$ cat src/rtl/vga_gen_if.sv
// Timing-set offer channel for vga_gen: valid/ready handshake, rejection pulse and
// the eight per-axis timing values (visible size, sync start, sync stop, total).
interface vga_gen_if #(
   parameter int WIDTH = 11
);
   logic             cfg_valid;
   logic             cfg_ready;
   logic             cfg_err;
   logic [WIDTH-1:0] cfg_hsize;
   logic [WIDTH-1:0] cfg_hfp;
   logic [WIDTH-1:0] cfg_hsp;
   logic [WIDTH-1:0] cfg_hmax;
   logic [WIDTH-1:0] cfg_vsize;
   logic [WIDTH-1:0] cfg_vfp;
   logic [WIDTH-1:0] cfg_vsp;
   logic [WIDTH-1:0] cfg_vmax;

   modport master (
      output cfg_valid, cfg_hsize, cfg_hfp, cfg_hsp, cfg_hmax,
             cfg_vsize, cfg_vfp, cfg_vsp, cfg_vmax,
      input  cfg_ready, cfg_err
   );

   modport slave (
      input  cfg_valid, cfg_hsize, cfg_hfp, cfg_hsp, cfg_hmax,
             cfg_vsize, cfg_vfp, cfg_vsp, cfg_vmax,
      output cfg_ready, cfg_err
   );
endinterface

$ cat src/rtl/vga_gen.sv
// VGA timing generator with a shadowed timing set that is swapped in only at frame end.
// Define VGA_GEN_FRAME_CNT_EN to add the 16-bit frame_cnt output.
module vga_gen #(
   parameter int WIDTH = 11,
   parameter int HSPP  = 0,
   parameter int VSPP  = 0
) (
   input  logic             clk,
   input  logic             rst,
   input  logic             en,
   vga_gen_if.slave         cfg,
   output logic [WIDTH-1:0] hdata,
   output logic [WIDTH-1:0] vdata,
   output logic             hsync,
   output logic             vsync,
   output logic             blank,
   output logic             line_start,
   output logic             frame_start,
   output logic             running
`ifdef VGA_GEN_FRAME_CNT_EN
   ,
   output logic [15:0]      frame_cnt
`endif
);

   typedef enum logic [1:0] {IDLE, RUN, PEND} state_t;

   typedef struct packed {
      logic [WIDTH-1:0] hsize, hfp, hsp, hmax, vsize, vfp, vsp, vmax;
   } timing_t;

   localparam logic [WIDTH-1:0] ONE   = WIDTH'(1);
   localparam logic             HS_ON = (HSPP != 0);
   localparam logic             VS_ON = (VSPP != 0);

   state_t           state, state_nx;
   timing_t          act, shd, offer;
   logic [WIDTH-1:0] hcnt, vcnt;
   logic             err_q, ready;
   logic             xfer, legal, active, h_last, v_last, frame_end;
   logic             load_act, load_shd, swap, reject;

   always_comb begin
      offer.hsize = cfg.cfg_hsize;
      offer.hfp   = cfg.cfg_hfp;
      offer.hsp   = cfg.cfg_hsp;
      offer.hmax  = cfg.cfg_hmax;
      offer.vsize = cfg.cfg_vsize;
      offer.vfp   = cfg.cfg_vfp;
      offer.vsp   = cfg.cfg_vsp;
      offer.vmax  = cfg.cfg_vmax;
   end

   assign ready = (state != PEND);
   assign xfer  = cfg.cfg_valid && ready;
   assign legal = (offer.hsize <= offer.hfp) && (offer.hfp <= offer.hsp) &&
                  (offer.hsp <= offer.hmax) && (offer.hmax > ONE) &&
                  (offer.vsize <= offer.vfp) && (offer.vfp <= offer.vsp) &&
                  (offer.vsp <= offer.vmax) && (offer.vmax > ONE);

   assign active    = (state != IDLE);
   assign h_last    = (hcnt == act.hmax - ONE);
   assign v_last    = (vcnt == act.vmax - ONE);
   assign frame_end = active && en && h_last && v_last;

   always_comb begin
      state_nx = state;
      load_act = '0;
      load_shd = '0;
      swap     = '0;
      reject   = '0;
      case (state)
         IDLE: if (xfer) begin
            if (legal) begin
               state_nx = RUN;
               load_act = '1;
            end else begin
               reject = '1;
            end
         end
         RUN: if (xfer) begin
            if (legal) begin
               state_nx = PEND;
               load_shd = '1;
            end else begin
               reject = '1;
            end
         end
         PEND: if (frame_end) begin
            state_nx = RUN;
            swap     = '1;
         end
         default: state_nx = IDLE;
      endcase
   end

   // Counters wrap to 0/0 on the frame-end cycle, so a swapped-in set starts on a clean frame.
   always_ff @(posedge clk) begin
      if (rst) begin
         state <= IDLE;
         act   <= '0;
         shd   <= '0;
         hcnt  <= '0;
         vcnt  <= '0;
         err_q <= '0;
      end else begin
         state <= state_nx;
         err_q <= reject;
         if (load_act) begin
            act <= offer;
         end else if (swap) begin
            act <= shd;
         end
         if (load_shd) begin
            shd <= offer;
         end
         if (active && en) begin
            if (h_last) begin
               hcnt <= '0;
               vcnt <= v_last ? '0 : vcnt + ONE;
            end else begin
               hcnt <= hcnt + ONE;
            end
         end
      end
   end

   assign cfg.cfg_ready = ready;
   assign cfg.cfg_err   = err_q;

   assign hdata       = hcnt;
   assign vdata       = vcnt;
   assign running     = active;
   assign hsync       = (active && (act.hfp <= hcnt) && (hcnt < act.hsp)) ? HS_ON : !HS_ON;
   assign vsync       = (active && (act.vfp <= vcnt) && (vcnt < act.vsp)) ? VS_ON : !VS_ON;
   assign blank       = !(active && (hcnt < act.hsize) && (vcnt < act.vsize));
   assign line_start  = active && en && (hcnt == '0);
   assign frame_start = line_start && (vcnt == '0);

`ifdef VGA_GEN_FRAME_CNT_EN
   logic [15:0] fcnt;

   always_ff @(posedge clk) begin
      if (rst) begin
         fcnt <= '0;
      end else if (frame_end) begin
         fcnt <= fcnt + 16'd1;
      end
   end

   assign frame_cnt = fcnt;
`endif

endmodule

$ cat src/flat_wrapper.sv
// flat-port wrapper written by rule: the top's interface ports become plain ports
module vga_gen_flat 
#(
   parameter int WIDTH = 11,
   parameter int HSPP  = 0,
   parameter int VSPP  = 0
)
  (clk, rst, en, hdata, vdata, hsync, vsync, blank, line_start, frame_start, running, cfg_cfg_valid, cfg_cfg_hsize, cfg_cfg_hfp, cfg_cfg_hsp, cfg_cfg_hmax, cfg_cfg_vsize, cfg_cfg_vfp, cfg_cfg_vsp, cfg_cfg_vmax, cfg_cfg_ready, cfg_cfg_err);
  vga_gen_if #(.WIDTH(WIDTH)) cfg_i ();
  input  logic clk;
  input  logic rst;
  input  logic en;
  output logic [WIDTH-1:0] hdata;
  output logic [WIDTH-1:0] vdata;
  output logic hsync;
  output logic vsync;
  output logic blank;
  output logic line_start;
  output logic frame_start;
  output logic running;
  input wire logic [$bits(cfg_i.cfg_valid)-1:0] cfg_cfg_valid;
  input wire logic [$bits(cfg_i.cfg_hsize)-1:0] cfg_cfg_hsize;
  input wire logic [$bits(cfg_i.cfg_hfp)-1:0] cfg_cfg_hfp;
  input wire logic [$bits(cfg_i.cfg_hsp)-1:0] cfg_cfg_hsp;
  input wire logic [$bits(cfg_i.cfg_hmax)-1:0] cfg_cfg_hmax;
  input wire logic [$bits(cfg_i.cfg_vsize)-1:0] cfg_cfg_vsize;
  input wire logic [$bits(cfg_i.cfg_vfp)-1:0] cfg_cfg_vfp;
  input wire logic [$bits(cfg_i.cfg_vsp)-1:0] cfg_cfg_vsp;
  input wire logic [$bits(cfg_i.cfg_vmax)-1:0] cfg_cfg_vmax;
  output wire logic [$bits(cfg_i.cfg_ready)-1:0] cfg_cfg_ready;
  output wire logic [$bits(cfg_i.cfg_err)-1:0] cfg_cfg_err;
  assign cfg_i.cfg_valid = cfg_cfg_valid;
  assign cfg_i.cfg_hsize = cfg_cfg_hsize;
  assign cfg_i.cfg_hfp = cfg_cfg_hfp;
  assign cfg_i.cfg_hsp = cfg_cfg_hsp;
  assign cfg_i.cfg_hmax = cfg_cfg_hmax;
  assign cfg_i.cfg_vsize = cfg_cfg_vsize;
  assign cfg_i.cfg_vfp = cfg_cfg_vfp;
  assign cfg_i.cfg_vsp = cfg_cfg_vsp;
  assign cfg_i.cfg_vmax = cfg_cfg_vmax;
  assign cfg_cfg_ready = cfg_i.cfg_ready;
  assign cfg_cfg_err = cfg_i.cfg_err;
  vga_gen #(.WIDTH(WIDTH), .HSPP(HSPP), .VSPP(VSPP)) u_core (.clk(clk), .rst(rst), .en(en), .cfg(cfg_i), .hdata(hdata), .vdata(vdata), .hsync(hsync), .vsync(vsync), .blank(blank), .line_start(line_start), .frame_start(frame_start), .running(running));
endmodule
$ cat config.mk
export PLATFORM = sky130hd
export DESIGN_NAME = vga_gen_flat
export DESIGN_NICKNAME = d
export VERILOG_FILES = /design/src/rtl/vga_gen_if.sv /design/src/rtl/vga_gen.sv /design/src/flat_wrapper.sv
export SDC_FILE = /design/constraint.sdc
export NUM_CORES = 1
export LEC_CHECK = 0
export CORE_AREA = 5 5 144 174
export DETAILED_ROUTE_END_ITERATION = 16
export DIE_AREA = 0 0 149 179
export PLACE_DENSITY_LB_ADDON = 0.1
export SLEW_MARGIN = 15
export SYNTH_ARGS = -nofsm -noshare
export SYNTH_HDL_FRONTEND = slang
export SYNTH_SLANG_ARGS = --single-unit
$ cat constraint.sdc
create_clock -name clk -period 9.3 [get_ports clk]
set_input_delay 1.395 -clock clk [delete_from_list [all_inputs] [get_ports clk]]
set_output_delay 1.395 -clock clk [all_outputs]
set_load 0.005 [all_outputs]
==> summary.md <==
| Metric | Value |
|---|---|
| IO Count | around 120 |
| Synth Register Bits | about 200 |
| Highest fanout seen on the critical path | 46 |
| Met3 Routed Length | 1450 um |
| Wire length per cell | approximately 19 um |
| Worst setup path class | in -> reg |
| Fillers | about 2,100 |
| Min Tclk post-route | approximately 5500 ps |
| Reg2Reg Launch Point | u_core.act[44] |
| Remaining Overflow, GRT | 0 |
| Slew at the pin closest to its max-slew limit | approximately 1200 ps |
| Leakage | between 6 and 7 nW |
| Antenna Cells | 0 |
| Quantity of gates resized following cts | 0 |
| Sequential cell area fraction in the yosys report | 34.0% |
| Post-route clock period utilization | between 50% and 60% |
| Final number of hold-violating endpoints | 0 |
| Critical path, cell by cell | clkdlybuf4s50_1 > inv_1 > ha_1 > a211oi_1 > o22ai_1 > or4b_2 > a221oi_1 > nand4_1 > nor2_4 > buf_4 > o2bb2ai_1 |
| Number of endpoints failing setup at the final stage | 0 |
| Die Span X | 149 um |
| Routed length on met2 | 16,200 um |
| Max-slew violation count | 0 |
| Count of routing violations after the opening detailed-route iteration | 503 |
| Status | completed |
| Number of flops mapped to enable cells by yosys | 0 |
| Number of buffers added for setup after CTS | 0 |
| Longest individual stage delay on the worst path | approximately 940 ps |
| Compound-Gate Fraction of Synth Area | roughly 14% |
| Total chip power | 0.00200 W |
| Number of levels in the clock H-tree | 1 |
| Sort of element at the end of the critical path | register |
| Highest-count cells in the layout ignoring fill and taps | sky130_fd_sc_hd__dfxtp_1 (201), sky130_fd_sc_hd__mux2i_1 (177), sky130_fd_sc_hd__inv_1 (140) |
| First-pass GRT wire length | ~52,000 um |
| Area share of and/or/nand/nor cells after synthesis | between 10% and 20% |
| Synthesis-to-finish area growth | 17.9% |
| Uppermost layer routed | met4 |
| Post-synth design cell area | roughly 12,000 sq um |
| Dominant cell type by area after synthesis | sky130_fd_sc_hd__dfxtp_1 |
| Count of buffers inserted at the top-level ports | about 120 |
| Hold-critical path endpoint | u_core.shd[38] |
| Reg2Reg Capture Point | u_core.act[86] |
| Via count of the first global-routing pass | approximately 9,700 |
| Commonest non-fill, non-tap cell in the layout | sky130_fd_sc_hd__dfxtp_1 |
| Hold Path Stages | 2 |
| Main combinational cell family by area after synthesis | multiplexers |
| Synthesized area per cell | approximately 9.2 sq um |
| Sinks on Clock Net | roughly 200 |
| Worst setup skew after layout | roughly 15 ps |
| Core Region | roughly 23,000 sq um |
| Number of distinct standard cells referenced by the synthesized netlist | 63 |
| Register-to-register setup slack | 4530 ps |
| Clock transition at path regs | around 60 ps |
| Total power divided by cell area | around 140 nW/um^2 |
| Syn Nets | between 1,500 and 2,000 |
| TritonCTS Buffers | 23 |
| Maximum number of pins on one net before global-route repair | 89 |
| Synthesized netlist cell count | 1,288 |
| Crit path DAT | around 5900 ps |
| Antenna viol nets, final | 0 |
| Hold crit path type | reg -> reg |
| Synth Area in XOR/XNOR | 3.26% |
| Maximum number of buffers from clock root to sink | 3 |
| Max-cap viol count | 0 |
| Number of antenna violations at the first check in global routing | 0 |
| Final Core Density | a little over 60% |
| Initial core utilization | about half |
| DIE AREA | ~27,000 sq um |
| Leading cell types by total area after synthesis | sky130_fd_sc_hd__dfxtp_1 (34%), sky130_fd_sc_hd__mux2i_1 (15%), sky130_fd_sc_hd__ha_1 (14%), sky130_fd_sc_hd__o2bb2ai_1 (6.5%), sky130_fd_sc_hd__inv_1 (4.4%) |
| Relative slew slack | between 20 and 25% |
| Routed wire length | 32,100 um |
| Required time at the endpoint of the critical path | 9720 ps |
| Asr flop ratio synth | 0% |
| Placed cell areas | ~13,000 sq um |
| Site row count | slightly above 60 |
| Mux cell area share after synthesis | 15.0% |
| Clock Root Buffer | sky130_fd_sc_hd__clkbuf_16 |
| Upper clock frequency limit | 182 MHz |
| Peak ir drop on the vdd network | between 0.0001 and 0.00015 V |
| DRC violation count after routing | 0 |
| Top cell type's share of synthesized area | around 34% |
| Ratio of cells with drive above 1 in the final layout | under 10% |
| Final weighted congestion in routability-driven placement | 0.862 |
| Clock Latency Late Sink | 520 ps |
| Library cell contributing the largest single delay on the critical path | sky130_fd_sc_hd__nor2_4 |
| Design area | 13,900 sq um |
| Hold path start | u_core.shd[38] |
| NumNets Final | approximately 1,600 |
| Depth of the most critical reg-to-reg path | 11 |
| Via-to-Cell Ratio | roughly 5.6 |
| Pre-antenna DRT Iters | 5 |
| Total via count in the routed design | just under 10,000 |
| Setup repair after global routing missed its margin | no |
| Post-CTS Hold Buffers | 0 |
| Floorplan die height | 179 um |
| Number of warnings issued by yosys | 0 |
| Met1 layer wirelength in the final routing | approximately 14,000 um |
| Global Route Usage Sum | between 20% and 30% |
| Total negative slack for setup checks | 0 ps |
| Category of the worst setup path launch point | input pin |
| Half-perimeter wire length of the detailed placement result | around 23,000 um |
| Adder and majority gate portion of the synthesized area | between 10% and 20% |
| Clock tree from TritonCTS | done |
| Top FF cell, synth | sky130_fd_sc_hd__dfxtp_1 |
==> critical path, delay by kind of cell <==
kind            cells  cell delay, ps
simple gates        3            1880
buf+inv             3            1270
fa+ha+maj           1             310
compound gates      4            1020
==> how the worst max path moves through the flow <==
stage	from	endpoint	cells past startpoint
floorplan	cfg_cfg_hsp[2]	u_core.act[33]	13
global placement	cfg_cfg_hsp[2]	u_core.act[26]	12
detailed placement	cfg_cfg_hsp[2]	u_core.act[43]	12
CTS	cfg_cfg_hsp[4]	u_core.act[43]	11
global route	cfg_cfg_hsp[2]	u_core.act[80]	12
finish	cfg_cfg_hsp[4]	u_core.act[43]	11
==> Yosys cell counts (24+ instances only) <==
cell type,instances
sky130_fd_sc_hd__a21oi_1,31
sky130_fd_sc_hd__clkbuf_1,35
sky130_fd_sc_hd__dfxtp_1,201
sky130_fd_sc_hd__ha_1,134
sky130_fd_sc_hd__inv_1,140
sky130_fd_sc_hd__mux2i_1,177
sky130_fd_sc_hd__nand2_1,35
sky130_fd_sc_hd__nand4_1,34
sky130_fd_sc_hd__nor2_1,139
sky130_fd_sc_hd__o21ai_0,24
sky130_fd_sc_hd__o2bb2ai_1,88
sky130_fd_sc_hd__xnor2_1,36
==> flip-flops by register name, indices dropped and copies added, names as in the netlist <==
| name | count |
|---|---|
| u_core.act | 88 |
| u_core.cfg.cfg_err | 1 |
| u_core.hdata | 11 |
| u_core.shd | 88 |
| u_core.state | 2 |
| u_core.vdata | 11 |
==> metal layers <==
layer	track usage [%]	up-vias
li1	-	4779
met1	29.5	4551
met2	44.1	222
met3	3.06	62
met4	6.91	0
met5	0	-
==> through the flow <==
step	setup slack [ps]	std cells	hold slack, ps
2_1_floorplan	5090	1288	462
3_3_place_gp	3420	1670	476
3_5_place_dp	3330	1670	485
4_1_cts	3860	1710	499
5_1_grt	3480	1710	526
6_report	3810	1710	492
==> power breakdown <==
group          internal [W]  leakage [nW]  switching, W  total [W]
clock              0.000495         0.350      0.000362   0.000857
combinational      0.000118          4.70      0.000139   0.000257
sequential         0.000875          1.62     0.0000123   0.000887
==> logic make-up (layout without fill, tap and decap cells) <==
logic type,Yosys count,after routing
flip-flops,201,201
buffers and inverters,200,307
adder cells (fa/ha/maj),134,134
AO/OA/AOI/OAI,218,218
XOR/XNOR,44,44
AND/OR/NAND/NOR,314,314
multiplexers,177,177
==> final cells by class <==
cell class | count | area [sq um] | area share, %
flip-flops and latches | 201 | 4020 | 28.9
repair buffers | 127 | 1250 | 8.99
multi-input cells | 887 | 7030 | 50.5
clock inverters | 7 | 45.0 | 0.323
inverters | 140 | 526 | 3.77
clock buffers | 33 | 663 | 4.76
well taps | 315 | 394 | 2.83
No activity file was read; power rests on OpenSTA's default activity.
